### src/rtl/disp_ram_arbiter.sv
// disp_ram_arbiter
//
// Arbitrates the single port A of the 256-byte CHIP-8 display RAM between
// host writes, CPU reads/writes and VGA scanout reads.
// Priority is host > CPU > display. A starvation counter lets the display
// outrank the CPU after MAX_WAIT consecutive denied cycles. The host is
// never preempted.
//
// Ports
//   clk, reset_n                      clock, asynchronous active-low reset
//   host_req/addr/wdata, host_ack     host write channel (ack is combinational)
//   cpu_req/we/addr/wdata, cpu_gnt    CPU access channel (gnt is combinational)
//   cpu_rvalid, cpu_rdata             CPU read return, one cycle after cpu_gnt
//   disp_req/addr, disp_gnt           scanout read channel (gnt is combinational)
//   disp_rvalid, disp_rdata           scanout read return, one cycle after disp_gnt
//   ram_a, ram_d, ram_w, ram_q        RAM port A (ram_q valid one cycle after ram_a)

module disp_ram_arbiter #(
    parameter int unsigned AW       = 8,
    parameter int unsigned DW       = 8,
    parameter int unsigned MAX_WAIT = 4
) (
    input  logic          clk,
    input  logic          reset_n,

    input  logic          host_req,
    input  logic [AW-1:0] host_addr,
    input  logic [DW-1:0] host_wdata,
    output logic          host_ack,

    input  logic          cpu_req,
    input  logic          cpu_we,
    input  logic [AW-1:0] cpu_addr,
    input  logic [DW-1:0] cpu_wdata,
    output logic          cpu_gnt,
    output logic          cpu_rvalid,
    output logic [DW-1:0] cpu_rdata,

    input  logic          disp_req,
    input  logic [AW-1:0] disp_addr,
    output logic          disp_gnt,
    output logic          disp_rvalid,
    output logic [DW-1:0] disp_rdata,

    output logic [AW-1:0] ram_a,
    output logic [DW-1:0] ram_d,
    output logic          ram_w,
    input  logic [DW-1:0] ram_q
);

    localparam logic [3:0] WaitMax = 4'(MAX_WAIT);

    logic [3:0] wait_cnt_q, wait_cnt_d;
    logic       cpu_rd_q, disp_rd_q;
    logic       starved;
    logic       disp_first;

    // Grants. All are gated by reset_n so nothing reaches the RAM while reset
    // is held, even though the requests are sampled combinationally.
    always_comb begin
        starved    = (wait_cnt_q == WaitMax);
        // Display outranks the CPU only while it is actually asking.
        disp_first = starved & disp_req;

        host_ack = reset_n & host_req;
        cpu_gnt  = reset_n & ~host_req & cpu_req & ~disp_first;
        disp_gnt = reset_n & ~host_req & disp_req & (disp_first | ~cpu_req);

        ram_w = host_ack | (cpu_gnt & cpu_we);
        ram_d = host_ack ? host_wdata : cpu_wdata;

        if (host_ack) begin
            ram_a = host_addr;
        end else if (cpu_gnt) begin
            ram_a = cpu_addr;
        end else if (disp_gnt) begin
            ram_a = disp_addr;
        end else begin
            ram_a = '0;
        end
    end

    // Starvation counter: counts consecutive denied display cycles, saturating.
    always_comb begin
        wait_cnt_d = wait_cnt_q;
        if (!disp_req || disp_gnt) begin
            wait_cnt_d = 4'd0;
        end else if (!starved) begin
            wait_cnt_d = wait_cnt_q + 4'd1;
        end
    end

    always_ff @(posedge clk or negedge reset_n) begin
        if (!reset_n) begin
            wait_cnt_q <= 4'd0;
            cpu_rd_q   <= 1'b0;
            disp_rd_q  <= 1'b0;
        end else begin
            wait_cnt_q <= wait_cnt_d;
            // Read tag: which requester owns the data arriving on ram_q next cycle.
            cpu_rd_q   <= cpu_gnt & ~cpu_we;
            disp_rd_q  <= disp_gnt;
        end
    end

    assign cpu_rvalid  = cpu_rd_q;
    assign disp_rvalid = disp_rd_q;
    assign cpu_rdata   = ram_q;
    assign disp_rdata  = ram_q;

endmodule

### config.mk
export PLATFORM = sky130hd
export DESIGN_NAME = disp_ram_arbiter
export DESIGN_NICKNAME = d
export VERILOG_FILES = /design/src/rtl/disp_ram_arbiter.sv
export SDC_FILE = /design/constraint.sdc
export NUM_CORES = 1
export LEC_CHECK = 0
export CORE_UTILIZATION = 23
export CTS_CLUSTER_SIZE = 10
export DETAILED_ROUTE_END_ITERATION = 6
export HOLD_SLACK_MARGIN = 0.15
export PLACE_DENSITY = 0.78
export SLEW_MARGIN = 20
export SYNTH_ARGS = -nofsm -noshare
export SYNTH_HDL_FRONTEND = slang
export SYNTH_SLANG_ARGS = --single-unit
### constraint.sdc
create_clock -name clk -period 1.6 [get_ports clk]
set_input_delay 0.16 -clock clk [delete_from_list [all_inputs] [get_ports clk]]
set_output_delay 0.16 -clock clk [all_outputs]
set_load 0.01 [all_outputs]
* After elaboration in Yosys (flattened, before gate mapping)
Index checks and enable logic that the tools add are counted.
** Storage, ports and cells
- Bits in registers :: 6
- Input bits :: 54
- Output and inout port bits :: 38
- Word-level logic and storage cells :: 29
** Cells by class
- $add $sub $neg :: 1
- Equality and inequality tests :: 2
- Muxes and demuxes :: 6
- Bitwise gates (word level) :: 15
- Reductions and logical operators :: 2
** Operator list (number)
- two-way mux 8 bit :: 4
- bitwise AND 1 bit :: 9
- two-way mux 4 bit :: 2
- adder 4 x 1 -> 4 bit, second input constant :: 1
- equality test 4 x 3 -> 1 bit, second input constant :: 1
- inverter 1 bit :: 4
- != test 2 x 1 -> 1 bit, second input constant :: 1
- OR 1 bit :: 2
- logical NOT 1 bit :: 1
- logical OR 1 bit :: 1

* Logic depth before layout (Yosys ltp)
- Word-level depth :: 7
- Depth in mapped cells :: 6
- Gate-level depth less buffers :: 5

* Least setup slack after synthesis
OpenSTA, ideal clock, no wires.
- Path kind :: register to output
- Start point :: register wait_cnt_q[0]
- End point :: output ram_a[0]
- Arrival :: 1.500 ns
- Data required time :: 1.440 ns
- Path slack :: -0.060 ns
- Cell stages (with the launch flop) :: 7
- Path through :: dfrtp_1 inv_1 ha_1 nand3b_4 o2111a_1 buf_6 a221o_1
** On the way
- Elaborated cells on any way between the ends :: 9
- Classes of those cells :: 1 x eq/ne; 3 x mux; 5 x bitwise
** RTL lines
- start: declaration :: RTL line 53 : logic [3:0] wait_cnt_q, wait_cnt_d;
- start signal: assignment :: RTL line 99 : wait_cnt_q <= wait_cnt_d;
- equality test 4 x 3 -> 1 bit :: RTL line 61 : starved = (wait_cnt_q == WaitMax);
- bitwise AND 1 bit :: RTL line 63 : disp_first = starved & disp_req;
- inverter 1 bit :: RTL line 66 : cpu_gnt = reset_n & ~host_req & cpu_req & ~disp_first;
- bitwise AND 1 bit :: RTL line 66
- via cpu_gnt :: RTL line 35 : output logic cpu_gnt,
- two-way mux 8 bit :: RTL line 74 : end else if (cpu_gnt) begin
- two-way mux 8 bit :: RTL line 72 : if (host_ack) begin
- end: declaration :: RTL line 45 : output logic [AW-1:0] ram_a,
The timed path passes the listed nets, and every way through them passes these cells.

* Final worst setup path
- Start point :: register wait_cnt_q[1]
- End point :: output ram_a[4]
** On the way
- Cells in the longest elaborated chain, start to end :: 7
- Elaborated cells on any way between the ends :: 9
- Classes of those cells :: 1 x eq/ne; 3 x mux; 5 x bitwise
** RTL lines
- equality test 4 x 3 -> 1 bit * :: RTL line 61
- bitwise AND 1 bit * :: RTL line 63
- OR 1 bit :: RTL line 67 : disp_gnt = reset_n & ~host_req & disp_req & (disp_first | ~cpu_req);
- bitwise AND 1 bit :: RTL line 67
- two-way mux 8 bit :: RTL line 76 : end else if (disp_gnt) begin
- two-way mux 8 bit * :: RTL line 74
- two-way mux 8 bit * :: RTL line 72
Every way passes the cells marked *; elsewhere a longest branch is shown, timed or not.

==> qor.csv <==
stage;metric;value;unit
sta;final setup margin;-383;ps
yosys;cell taking the most area after synthesis;dfrtp_1;
yosys;largest family of logic cells by synthesized area;compound AO/OA/AOI/OAI gates;
yosys;post-synthesis xor/xnor area fraction;0.0124;
finish;FILL cells;240;
clocking;CTS Sinks;6;
sta;Max Freq;0.504;GHz
power_and_ir_drop;Sw Share;0.283;
grt;initial antenna violation count;0;
sta;Final Cycle Share;1.24;
floorplanning;I/O pin cnt;92;
routing;Detailed Route Iter0 Violations;11;
sta;Fin. Hold Viols;0;
power_and_ir_drop;combinational share of power;0.545;
yosys;Post-Syn Area;706;um^2
yosys;post-synth net total;131;
yosys;Gate Count Post-Synth;75;
yosys;Post-Synth Simple-Gate Area;0.160;
sta;final setup vio count;11;
clocking;htree depth;1;
grt;vias in the first global route;1017;
setup_path;Setup CP Type;reg -> out;
finish;share of cells above drive strength 1;0.355;
clocking;total CTS buffers;3;
setup_path;critical path endpoint category;primary output;
run_status;failing checks;negative setup slack;
yosys;most frequent cell after synthesis;buf_4;
routing;DR vias/cell;4.94;
yosys;EDFF count, synth;0;
setup_path;Slowest-stage cell, CP;dfrtp_1;
yosys;Compound-Gate Fraction of Synth Area;0.229;
placement;port bufs;67;
clocking;Skew-Pair Late Insertion Delay;240;ps
floorplanning;Die H;57.4;um
power_and_ir_drop;register share of total power;0.249;
placement;placed insts;173;
clocking;clock transition at the registers of the reported paths;40;ps
floorplanning;DIE WIDTH;57.4;um
finish;synth-to-layout area growth;114;%
sta;setup TNS;-3370;ps
yosys;Adder-Cell Fraction of Synth Area;0.0355;
yosys;post-synthesis sequential area ratio;0.213;
yosys;post-synthesis mux area share;0.128;
yosys;Synth cell types;24;
yosys;Synth Warn #;0;
setup_path;CP max stage delay;390;ps
clocking;Clk Tree Root Cell;clkbuf_4;
placement;pre-CTS setup slack;-539;ps
grt;gr usage total;0.186;
floorplanning;die area;0.00329;mm^2
power_and_ir_drop;Int Pwr;480;uW
routing;vias;904;
floorplanning;Rows;19;
setup_path;reg2reg path depth;8;
run_status;run status;finished with violations;
power_and_ir_drop;leak pwr;0.000738;uW
power_and_ir_drop;Clock Power Share;0.206;
min_path;Cells on Worst Hold Path;0;
yosys;share of the synthesized area in the top cell type;0.213;
power_and_ir_drop;VDD IR max;0.000237;V
clocking;CTS tree;done;
routing;aggregate routed wire length;2960;um
yosys;async set or reset register ratio after synthesis;1.00;
setup_path;startpoint types;flip-flop;
grt;largest net degree at the start of global routing;10;
finish;Finished Layout Cells;183;
power_and_ir_drop;pwr dens;444;mW/mm^2
routing;Antenna Nets Post-Route;0;
routing;first-pass detailed-route iteration total;4;
yosys;largest cells by area after synthesis;dfrtp_1 (21%), buf_4 (17%), mux2_2 (13%);
clocking;Clock Path Buffers;2;
yosys;#FFs+latches synth;6;
yosys;Synth Area per Inst;9.41;um^2
grt;first-pass GRT wire length;4600;um
routing;drt wl/cell;16.2;um
grt;remaining global-route overflow;0;
setup_path;Arr. time, crit path;1820;ps
power_and_ir_drop;Tot Pwr;670;uW
sta;worst-margin pin slew;276;ps
power_and_ir_drop;Net Sw Power;190;uW
finish;register area;150;um^2
placement;gpl congestion;0.824;
finish;post-layout util;0.533;
sta;Slew HR;0.814;
finish;footprint of the multi-input gates;413;um^2
yosys;commonest cells in the netlist;buf_4 (16), and3_1 (8), mux2_2 (8);
sta;crit path time final;1980;ps
sta;RSZ-0062 raised after global routing;true;
sta;clock skew;0.650;ps
floorplanning;Initial Util;0.249;
setup_path;Worst Path Required;1440;ps
routing;DRC Markers;0;
flow_run;max_cap viols;0;
finish;Antenna Cells;0;
setup_path;CP cell instances;inv_2, ha_4, nand3b_4, o2111a_1, buf_6, a221o_1, buf_2;
setup_path;Crit Path Max Fanout;6;
finish;Final Net Count;210;
yosys;Main synth FF type;dfrtp_1;
floorplanning;Core Region;0.00283;mm^2
placement;hpwl dp;2420;um
sta;Slew Limit Fails;0;
min_path;hold crit path type;in -> out;
-- power by group through the flow --
stage          registers [uW]  logic [uW]  clock network (uW)
2_1_floorplan             172         156                   0
3_3_place_gp              168         354                   0
3_5_place_dp              169         365                   0
4_1_cts                   167         363                 143
5_1_grt                   168         390                 149
6_report                  167         365                 138
-- critical path: cells and delay by family, from the launching register on --
kind,cells,cell delay (ps)
compound gates,2,580
fa+ha+maj,1,140
buf+inv,3,360
flops,1,390
simple gates,1,100
-- worst paths after layout --
kind | start | endpoint | slack [ps]
worst max-delay path | wait_cnt_q[1] | ram_a[4] | -380
worst min-delay path | ram_q[1] | cpu_rdata[1] | 320
worst max register to register | wait_cnt_q[1] | wait_cnt_q[2] | 70
worst min register to register | wait_cnt_q[0] | wait_cnt_q[0] | 610
max in group asynchronous | reset_n | cpu_rvalid | 780
min in group asynchronous | reset_n | wait_cnt_q[3] | 560
-- per-layer routing --
metal	track usage	wire length, um	share of wire	vias up
met2	0.349	1660	0.56	46
met1	0.188	1020	0.34	434
met5	0	0	0	-
met4	0.0557	32	0.011	0
met3	0.0703	254	0.086	4
li1	-	-	-	420
-- cell type report --
type	instances	share of cell area
timing repair buffer	93	0.573
multi-input combinational	45	0.274
sequential	6	0.0996
tap	31	0.0257
clock buffer	3	0.0149
inverter	5	0.0124
-- metrics by stage --
| step | area, um^2 | hold slack (ps) |
|---|---|---|
| after floorplan | 718 | -136 |
| after global placement | 1440 | 320 |
| after detailed placement | 1440 | 320 |
| after CTS | 1490 | 320 |
| after global routing | 1510 | 320 |
| final | 1510 | 320 |
-- state kept, by name (all words and copies together) (netlist names) --
| register | count |
|---|---|
| cpu_rvalid | 1 |
| disp_rvalid | 1 |
| wait_cnt_q | 4 |
-- what timing repair did --
item | in CTS | in global routing
gates cloned | 1 | 0
resized for setup | 65 | 5
setup buffers | 3 | 1
pin swaps | 10 | 0
endpoints found under the setup margin | 20 | 15
hold endpoints to repair | 6 | 0
hold buffers | 2 | 0
-- cells in the final DEF, fill, tap and decap left out, drive strengths merged, types with 2 or more instances in the layout --
| master | synthesis | final |
|---|---|---|
| ha | 2 | 2 |
| clkdlybuf4s15 | 0 | 3 |
| dlygate4sd2 | 0 | 6 |
| dfrtp | 6 | 6 |
| clkbuf | 2 | 3 |
| dlygate4sd3 | 0 | 2 |
| nand3 | 3 | 3 |
| mux2 | 8 | 8 |
| inv | 5 | 5 |
| nand2b | 2 | 2 |
| a221o | 8 | 8 |
| clkdlybuf4s50 | 0 | 45 |
| o21ai | 3 | 3 |
| and3 | 8 | 8 |
| buf | 17 | 36 |
-- kinds of logic (layout without fill, tap and decap cells) --
kind of cell,count (synthesis),in the layout
AOI/OAI and AO/OA,17,17
xor gates and xnor gates,1,1
adders and majority gates,2,2
buffers and inverters,24,101
DFF,6,6
muxes,8,8
and+or+nand+nor,17,17
(Power assumes the default switching activity.)
